<file path="config.mk">
export PLATFORM = sky130hd
export DESIGN_NAME = reset_seq_ctrl_flat
export DESIGN_NICKNAME = d
export VERILOG_FILES = /design/src/rtl/reset_seq_pkg.sv /design/src/rtl/reset_seq_ctrl_if.sv /design/src/rtl/reset_sync.sv /design/src/rtl/reset_seq_ctrl.sv /design/src/flat_wrapper.sv
export SDC_FILE = /design/constraint.sdc
export NUM_CORES = 1
export LEC_CHECK = 0
export BUFFER_PORTS_ARGS = -buffer_cell sky130_fd_sc_hd__clkbuf_2
export CAP_MARGIN = 10
export CORE_MARGIN = 2
export CORE_UTILIZATION = 30
export CTS_CLUSTER_SIZE = 25
export DETAILED_ROUTE_END_ITERATION = 10
export PLACE_DENSITY = 0.53
export SYNTH_ARGS = -nofsm -noshare
export SYNTH_HDL_FRONTEND = slang
export SYNTH_SLANG_ARGS = --single-unit
</file>
<file path="constraint.sdc">
create_clock -name clk -period 2.2 [get_ports clk]
set_clock_uncertainty 0.15 [all_clocks]
set_input_delay 0 -clock clk [delete_from_list [all_inputs] [get_ports clk]]
set_output_delay 0 -clock clk [all_outputs]
set_load 0.005 [all_outputs]
</file>
<file path="src/rtl/reset_seq_pkg.sv">
// Shared types and sizing helpers for the reset sequencer.
package reset_seq_pkg;

  typedef enum logic [2:0] {
    HOLD,
    WAIT_ACK,
    DELAY,
    DONE,
    ERROR
  } seq_state_e;

  // Domain index width; never narrower than one bit.
  function automatic int unsigned idx_width(input int unsigned n);
    return (n > 1) ? $clog2(n) : 1;
  endfunction

  // Counter width able to hold (largest interval - 1).
  function automatic int unsigned cnt_width(input int unsigned a,
                                            input int unsigned b,
                                            input int unsigned c);
    int unsigned m;
    m = a;
    if (b > m) m = b;
    if (c > m) m = c;
    return (m > 1) ? $clog2(m) : 1;
  endfunction

endpackage

</file>
<file path="src/rtl/reset_seq_ctrl_if.sv">
// Control/status bundle between the reset sequencer and the blocks it releases.
interface reset_seq_ctrl_if #(
  parameter int unsigned NUM_DOMAINS = 4
);
  import reset_seq_pkg::*;

  localparam int unsigned IDX_W = idx_width(NUM_DOMAINS);

  logic                   sw_reset_req;
  logic [NUM_DOMAINS-1:0] domain_ready;
  logic [NUM_DOMAINS-1:0] domain_reset;
  logic                   seq_busy;
  logic                   seq_done;
  logic                   timeout_err;
  logic [IDX_W-1:0]       err_domain;

  modport master (
    input  sw_reset_req, domain_ready,
    output domain_reset, seq_busy, seq_done, timeout_err, err_domain
  );

  modport slave (
    output sw_reset_req, domain_ready,
    input  domain_reset, seq_busy, seq_done, timeout_err, err_domain
  );

endinterface

</file>
<file path="src/rtl/reset_sync.sv">
// Reset deassertion synchronizer: asserts asynchronously, releases after STAGES clocks.
module reset_sync #(
  parameter int unsigned STAGES = 2
) (
  input  logic clk,
  input  logic rst_n,
  output logic rst_sync
);

  logic [STAGES-1:0] sync_q;

  // Shift a constant 1 through the chain once rst_n is released.
  always_ff @(posedge clk or negedge rst_n) begin
    if (!rst_n) sync_q <= '0;
    else        sync_q <= {sync_q[STAGES-2:0], 1'b1};
  end

  assign rst_sync = sync_q[STAGES-1];

endmodule

</file>
<file path="src/rtl/reset_seq_ctrl.sv">
// Releases per-domain resets in index order, one at a time, waiting for each ready.
module reset_seq_ctrl
  import reset_seq_pkg::*;
#(
  parameter int unsigned NUM_DOMAINS = 4,
  parameter int unsigned SYNC_STAGES = 2,
  parameter int unsigned HOLD_CYCLES = 4,
  parameter int unsigned STAGE_DELAY = 3,
  parameter int unsigned ACK_TIMEOUT = 8
) (
  input  logic              clk,
  input  logic              reset_n,
  reset_seq_ctrl_if.master  bus
);

  localparam int unsigned IDX_W = idx_width(NUM_DOMAINS);
  localparam int unsigned CNT_W = cnt_width(HOLD_CYCLES, STAGE_DELAY, ACK_TIMEOUT);

  logic                   rst_sync;
  seq_state_e             state;
  logic [CNT_W-1:0]       cnt;
  logic [IDX_W-1:0]       idx;
  logic [NUM_DOMAINS-1:0] dom_rst;
  logic                   busy;
  logic                   done;
  logic                   terr;
  logic [IDX_W-1:0]       edom;

  reset_sync #(
    .STAGES   (SYNC_STAGES)
  ) u_sync (
    .clk      (clk),
    .rst_n    (reset_n),
    .rst_sync (rst_sync)
  );

  // Sequencer FSM; software request overrides every transition.
  always_ff @(posedge clk or negedge reset_n) begin
    if (!reset_n) begin
      state   <= HOLD;
      cnt     <= '0;
      idx     <= '0;
      dom_rst <= '1;
      busy    <= 1'b1;
      done    <= 1'b0;
      terr    <= 1'b0;
      edom    <= '0;
    end else if (bus.sw_reset_req) begin
      state   <= HOLD;
      cnt     <= '0;
      idx     <= '0;
      dom_rst <= '1;
      busy    <= 1'b1;
      done    <= 1'b0;
      terr    <= 1'b0;
      edom    <= '0;
    end else begin
      case (state)
        HOLD: begin
          if (rst_sync) begin
            if (cnt == CNT_W'(HOLD_CYCLES - 1)) begin
              cnt        <= '0;
              idx        <= '0;
              dom_rst[0] <= 1'b0;
              state      <= WAIT_ACK;
            end else begin
              cnt <= cnt + CNT_W'(1);
            end
          end
        end
        WAIT_ACK: begin
          if (bus.domain_ready[idx]) begin
            cnt <= '0;
            if (idx == IDX_W'(NUM_DOMAINS - 1)) begin
              state <= DONE;
              busy  <= 1'b0;
              done  <= 1'b1;
            end else begin
              state <= DELAY;
            end
          end else if (cnt == CNT_W'(ACK_TIMEOUT - 1)) begin
            cnt   <= '0;
            state <= ERROR;
            busy  <= 1'b0;
            terr  <= 1'b1;
            edom  <= idx;
          end else begin
            cnt <= cnt + CNT_W'(1);
          end
        end
        DELAY: begin
          if (cnt == CNT_W'(STAGE_DELAY - 1)) begin
            cnt                       <= '0;
            idx                       <= idx + IDX_W'(1);
            dom_rst[idx + IDX_W'(1)]  <= 1'b0;
            state                     <= WAIT_ACK;
          end else begin
            cnt <= cnt + CNT_W'(1);
          end
        end
        DONE, ERROR: begin
          // Terminal until software request or board reset.
        end
        default: state <= HOLD;
      endcase
    end
  end

  assign bus.domain_reset = dom_rst;
  assign bus.seq_busy     = busy;
  assign bus.seq_done     = done;
  assign bus.timeout_err  = terr;
  assign bus.err_domain   = edom;

endmodule
</file>
<file path="src/flat_wrapper.sv">
// flat-port wrapper written by rule: the top's interface ports become plain ports
module reset_seq_ctrl_flat import reset_seq_pkg::*;
#(
  parameter int unsigned NUM_DOMAINS = 4,
  parameter int unsigned SYNC_STAGES = 2,
  parameter int unsigned HOLD_CYCLES = 4,
  parameter int unsigned STAGE_DELAY = 3,
  parameter int unsigned ACK_TIMEOUT = 8
)
  (clk, reset_n, bus_sw_reset_req, bus_domain_ready, bus_domain_reset, bus_seq_busy, bus_seq_done, bus_timeout_err, bus_err_domain);
  reset_seq_ctrl_if #(.NUM_DOMAINS(NUM_DOMAINS)) bus_i ();
  input  logic clk;
  input  logic reset_n;
  input wire logic [$bits(bus_i.sw_reset_req)-1:0] bus_sw_reset_req;
  input wire logic [$bits(bus_i.domain_ready)-1:0] bus_domain_ready;
  output wire logic [$bits(bus_i.domain_reset)-1:0] bus_domain_reset;
  output wire logic [$bits(bus_i.seq_busy)-1:0] bus_seq_busy;
  output wire logic [$bits(bus_i.seq_done)-1:0] bus_seq_done;
  output wire logic [$bits(bus_i.timeout_err)-1:0] bus_timeout_err;
  output wire logic [$bits(bus_i.err_domain)-1:0] bus_err_domain;
  assign bus_i.sw_reset_req = bus_sw_reset_req;
  assign bus_i.domain_ready = bus_domain_ready;
  assign bus_domain_reset = bus_i.domain_reset;
  assign bus_seq_busy = bus_i.seq_busy;
  assign bus_seq_done = bus_i.seq_done;
  assign bus_timeout_err = bus_i.timeout_err;
  assign bus_err_domain = bus_i.err_domain;
  reset_seq_ctrl #(.NUM_DOMAINS(NUM_DOMAINS), .SYNC_STAGES(SYNC_STAGES), .HOLD_CYCLES(HOLD_CYCLES), .STAGE_DELAY(STAGE_DELAY), .ACK_TIMEOUT(ACK_TIMEOUT)) u_core (.clk(clk), .reset_n(reset_n), .bus(bus_i));
endmodule
</file>
==> impl_summary.txt <==
----------------------------------------------------
[CTS]
  Clock-pin slew of the registers on the worst-case setup and hold paths ... 0.11 ns
  Clock root buffer ... clkbuf_4
  Clock tree from TritonCTS ... yes
  H-tree depth ... 1
  Worst-Skew Late Latency ... 0.29 ns
  Clock sink count ... 19
  Buffer count from post-CTS setup fixing ... 0
  Clock buffer depth ... 2
  Number of CTS-inserted buffers ... 3

[Timing]
  Final critical path time including I/O delays and setup ... 1.99 ns
  Tightest hold margin ... 0.0221 ns
  Fmax ... 0.502 GHz
  Final cycle utilization of the critical path ... 90.6%
  Total negative slack ... 0 ns
  Number of hold-slack violations in the final timing report ... 0
  Unrepaired setup endpoints after global routing ... false
  Slew Limit Fails ... 0
  Setup-failing EPs final ... 0

[Worst setup path]
  Setup slack of the worst register-to-register path ... 0.21 ns
  Worst EP required ... 2.23 ns
  Worst Path Arrival ... 2.02 ns
  Critical-path maximum fanout ... 5
  Type of element capturing the critical path ... flop
  Category of the worst setup path launch point ... flop
  Setup Crit Path Kind ... flop to flop

[Pwr]
  Clock network fraction of design power ... 22.0%
  NetSw ... 251 uW
  Sequential power share ... 51.7%
  Leakage power ... 0.544 nW
  Cell internal pwr ... 541 uW
  Comb pwr share ... 26.3%
  Maximum vdd ir drop ... 0.180 mV
  Power after layout ... 792 uW
  Switching share of total power ... 31.7%
  Power per Cell Area ... 625 mW/mm^2

[Logic synthesis]
  Average instance area after synthesis ... 10.4 sq um
  Number of warning messages in the yosys log ... 0
  Synthesis-stage register bit count ... 19
  Count of cell types in the netlist ... 33
  Sequential element share of the synthesized area ... 44.6%
  Leading cell types by total area after synthesis ... dfrtp_1, dfstp_2, ha_1
  Netlist area before placement ... 0.00108 sq mm
  Count of mapped cells out of synthesis ... 104
  Yosys top cell area share ... 32.4%
  Post-Syn Nets ... 120
  Cell taking the most area after synthesis ... dfrtp_1

[GRT]
  Total congestion overflow after global routing ... 0
  First-pass GRT wire length ... 3.80 mm
  Vias in the first global route ... 849
  Initial antenna violation count ... 0
  Overall track demand over capacity in global routing ... 11.8%
  Maximum number of pins on one net before global-route repair ... 20

[Floorplanning]
  Std-Cell Core Area ... 0.00339 sq mm
  Die Footprint ... 0.00410 sq mm
  Height of the die ... 64.0 um
  Horiz. Die Dim ... 64.0 um
  Number of ports placed on the die boundary ... 16
  Placement Rows ... 21
  Starting density of the core ... 31.9%

[Cells and area]
  Antenna fix cells ... 0
  Area added between synthesis and finish ... 17.3%
  Non-filler instance count after layout ... 170
  Share of layout cells above drive strength 1 ... 26.6%
  Number of fillers in the final layout ... 354
  Most frequent cells in the layout ... nand2_1, clkbuf_2, dfrtp_1
  Count of nets after finishing ... 141
  Core Util, Final ... 37.4%

[Routing]
  Via density ... 4.72
  Count of unresolved DRC violations after routing ... 0
  Routed length per placed instance ... 12.0 um
  Number of design-rule violations left by the first detailed-router iteration ... 48
  Via Count ... 802
  Routed WL ... 2.05 mm
  Residual antenna-violating net count after detailed routing ... 0
  1st-pass router iterations ... 4

[Placed design]
  Final Wtd Congestion ... 0.798
  Number of placed cells counting well taps ... 164
  HPWL after detailed placement ... 1.59 mm
  Count of port buffers added during placement ... 15

[Min path]
  Class of the tightest hold or removal check ... input port to asynchronous set/reset pin

[Run status]
  Outcome ... completed

[Run]
  Number of maximum-capacitance constraint violations ... 0

----------------------------------------------------
## synthesized netlist by cell type
cell,instances
or3_1,1
dfrtp_1,14
nand4b_1,1
inv_1,6
or3b_1,1
mux2i_1,4
o32a_1,1
mux4_2,1
o31ai_2,2
nor3b_1,2
dfstp_2,5
buf_2,1
a2111oi_0,1
mux2_2,3
or4_1,1
nor4_4,1
nand2b_1,3
o21ai_1,1
nor2_1,9
o21ai_0,1
a21oi_1,1
nand2_1,15
o22a_1,2
a31oi_1,3
clkbuf_1,3
nor3_1,1
ha_1,9
o21a_1,1
o22ai_1,2
nand3b_1,1
conb_1,1
a21o_1,5
nand3_1,1
## worst paths after layout
check | startpoint | end | cells after the start
setup / recovery | u_core.cnt[0] | u_core.state[0] | 5
hold / removal | reset_n | u_core.cnt[2] | 2
setup reg to reg | u_core.cnt[0] | u_core.state[0] | 5
hold reg to reg | u_core.u_sync.sync_q[0] | u_core.u_sync.sync_q[1] | 0
max in group asynchronous | reset_n | u_core.bus.seq_busy | 2
min in group clk | bus_domain_ready[2] | u_core.bus.seq_done | 4
## sequential cells by signal, summed over array words and instances, names as in the netlist
signal                   flops
u_core.state                 3
u_core.bus.err_domain        2
u_core.u_sync.sync_q         2
u_core.cnt                   3
u_core.idx                   2
u_core.bus.domain_reset      4
u_core.bus.timeout_err       1
u_core.bus.seq_done          1
u_core.bus.seq_busy          1
## power by group through the flow
stage               registers [mW]  logic [mW]  clock network [mW]
floorplan                    0.405       0.152                   0
global placement             0.414       0.204                   0
detailed placement           0.415       0.206                   0
CTS                          0.409       0.209               0.185
global route                 0.414       0.234               0.202
finish                       0.409       0.208               0.174
## cell families (layout without fill, tap and decap cells)
kind of cell	count (synthesis)	after routing	share of synthesized area, %
AOI/OAI and AO/OA	20	20	14.1
DFF	19	19	44.6
other	1	1	0.347
muxes	8	8	8.92
adders and majority gates	9	9	10.4
buffers and inverters	10	30	3.59
and+or+nand+nor	37	37	18.0
## stage by stage
step	setup WS [ns]	cell area, sq um
floorplan	0.298	1080
global placement	0.251	1220
detailed placement	0.111	1220
CTS	0.0936	1260
global route	0.0355	1270
finish	0.208	1270
## per-layer routing
metal  vias up  track usage (%)  part of all wire [%]
li1        403                -                     -
met1       381             14.6                    46
met2        16             19.5                    49
met3         2             2.99                   3.6
met4         0             4.89                   1.4
met5         -                0                     0
## worst max-delay path, cell delays in order (launching register included)
cell and delay (ns):
dfrtp_1 0.44, ha_1 0.26, nand3b_1 0.11, or4_1 0.40, nand4b_1 0.17, mux2_2 0.35
## cell type report
type	count	area, sq um	share of cell area, %
multi-input combinational	75	561	44.3
sequential	19	482	38.0
tap	46	57.6	4.55
clock buffer	4	26.3	2.08
timing repair buffer	20	118	9.29
inverter	6	22.5	1.78
## what timing repair did
item	in CTS	in global routing
hold endpoints to repair	26	0
resized for setup	0	1
hold buffers	2	0
setup endpoints to repair	0	1
Power figures use the tool's default switching activity.
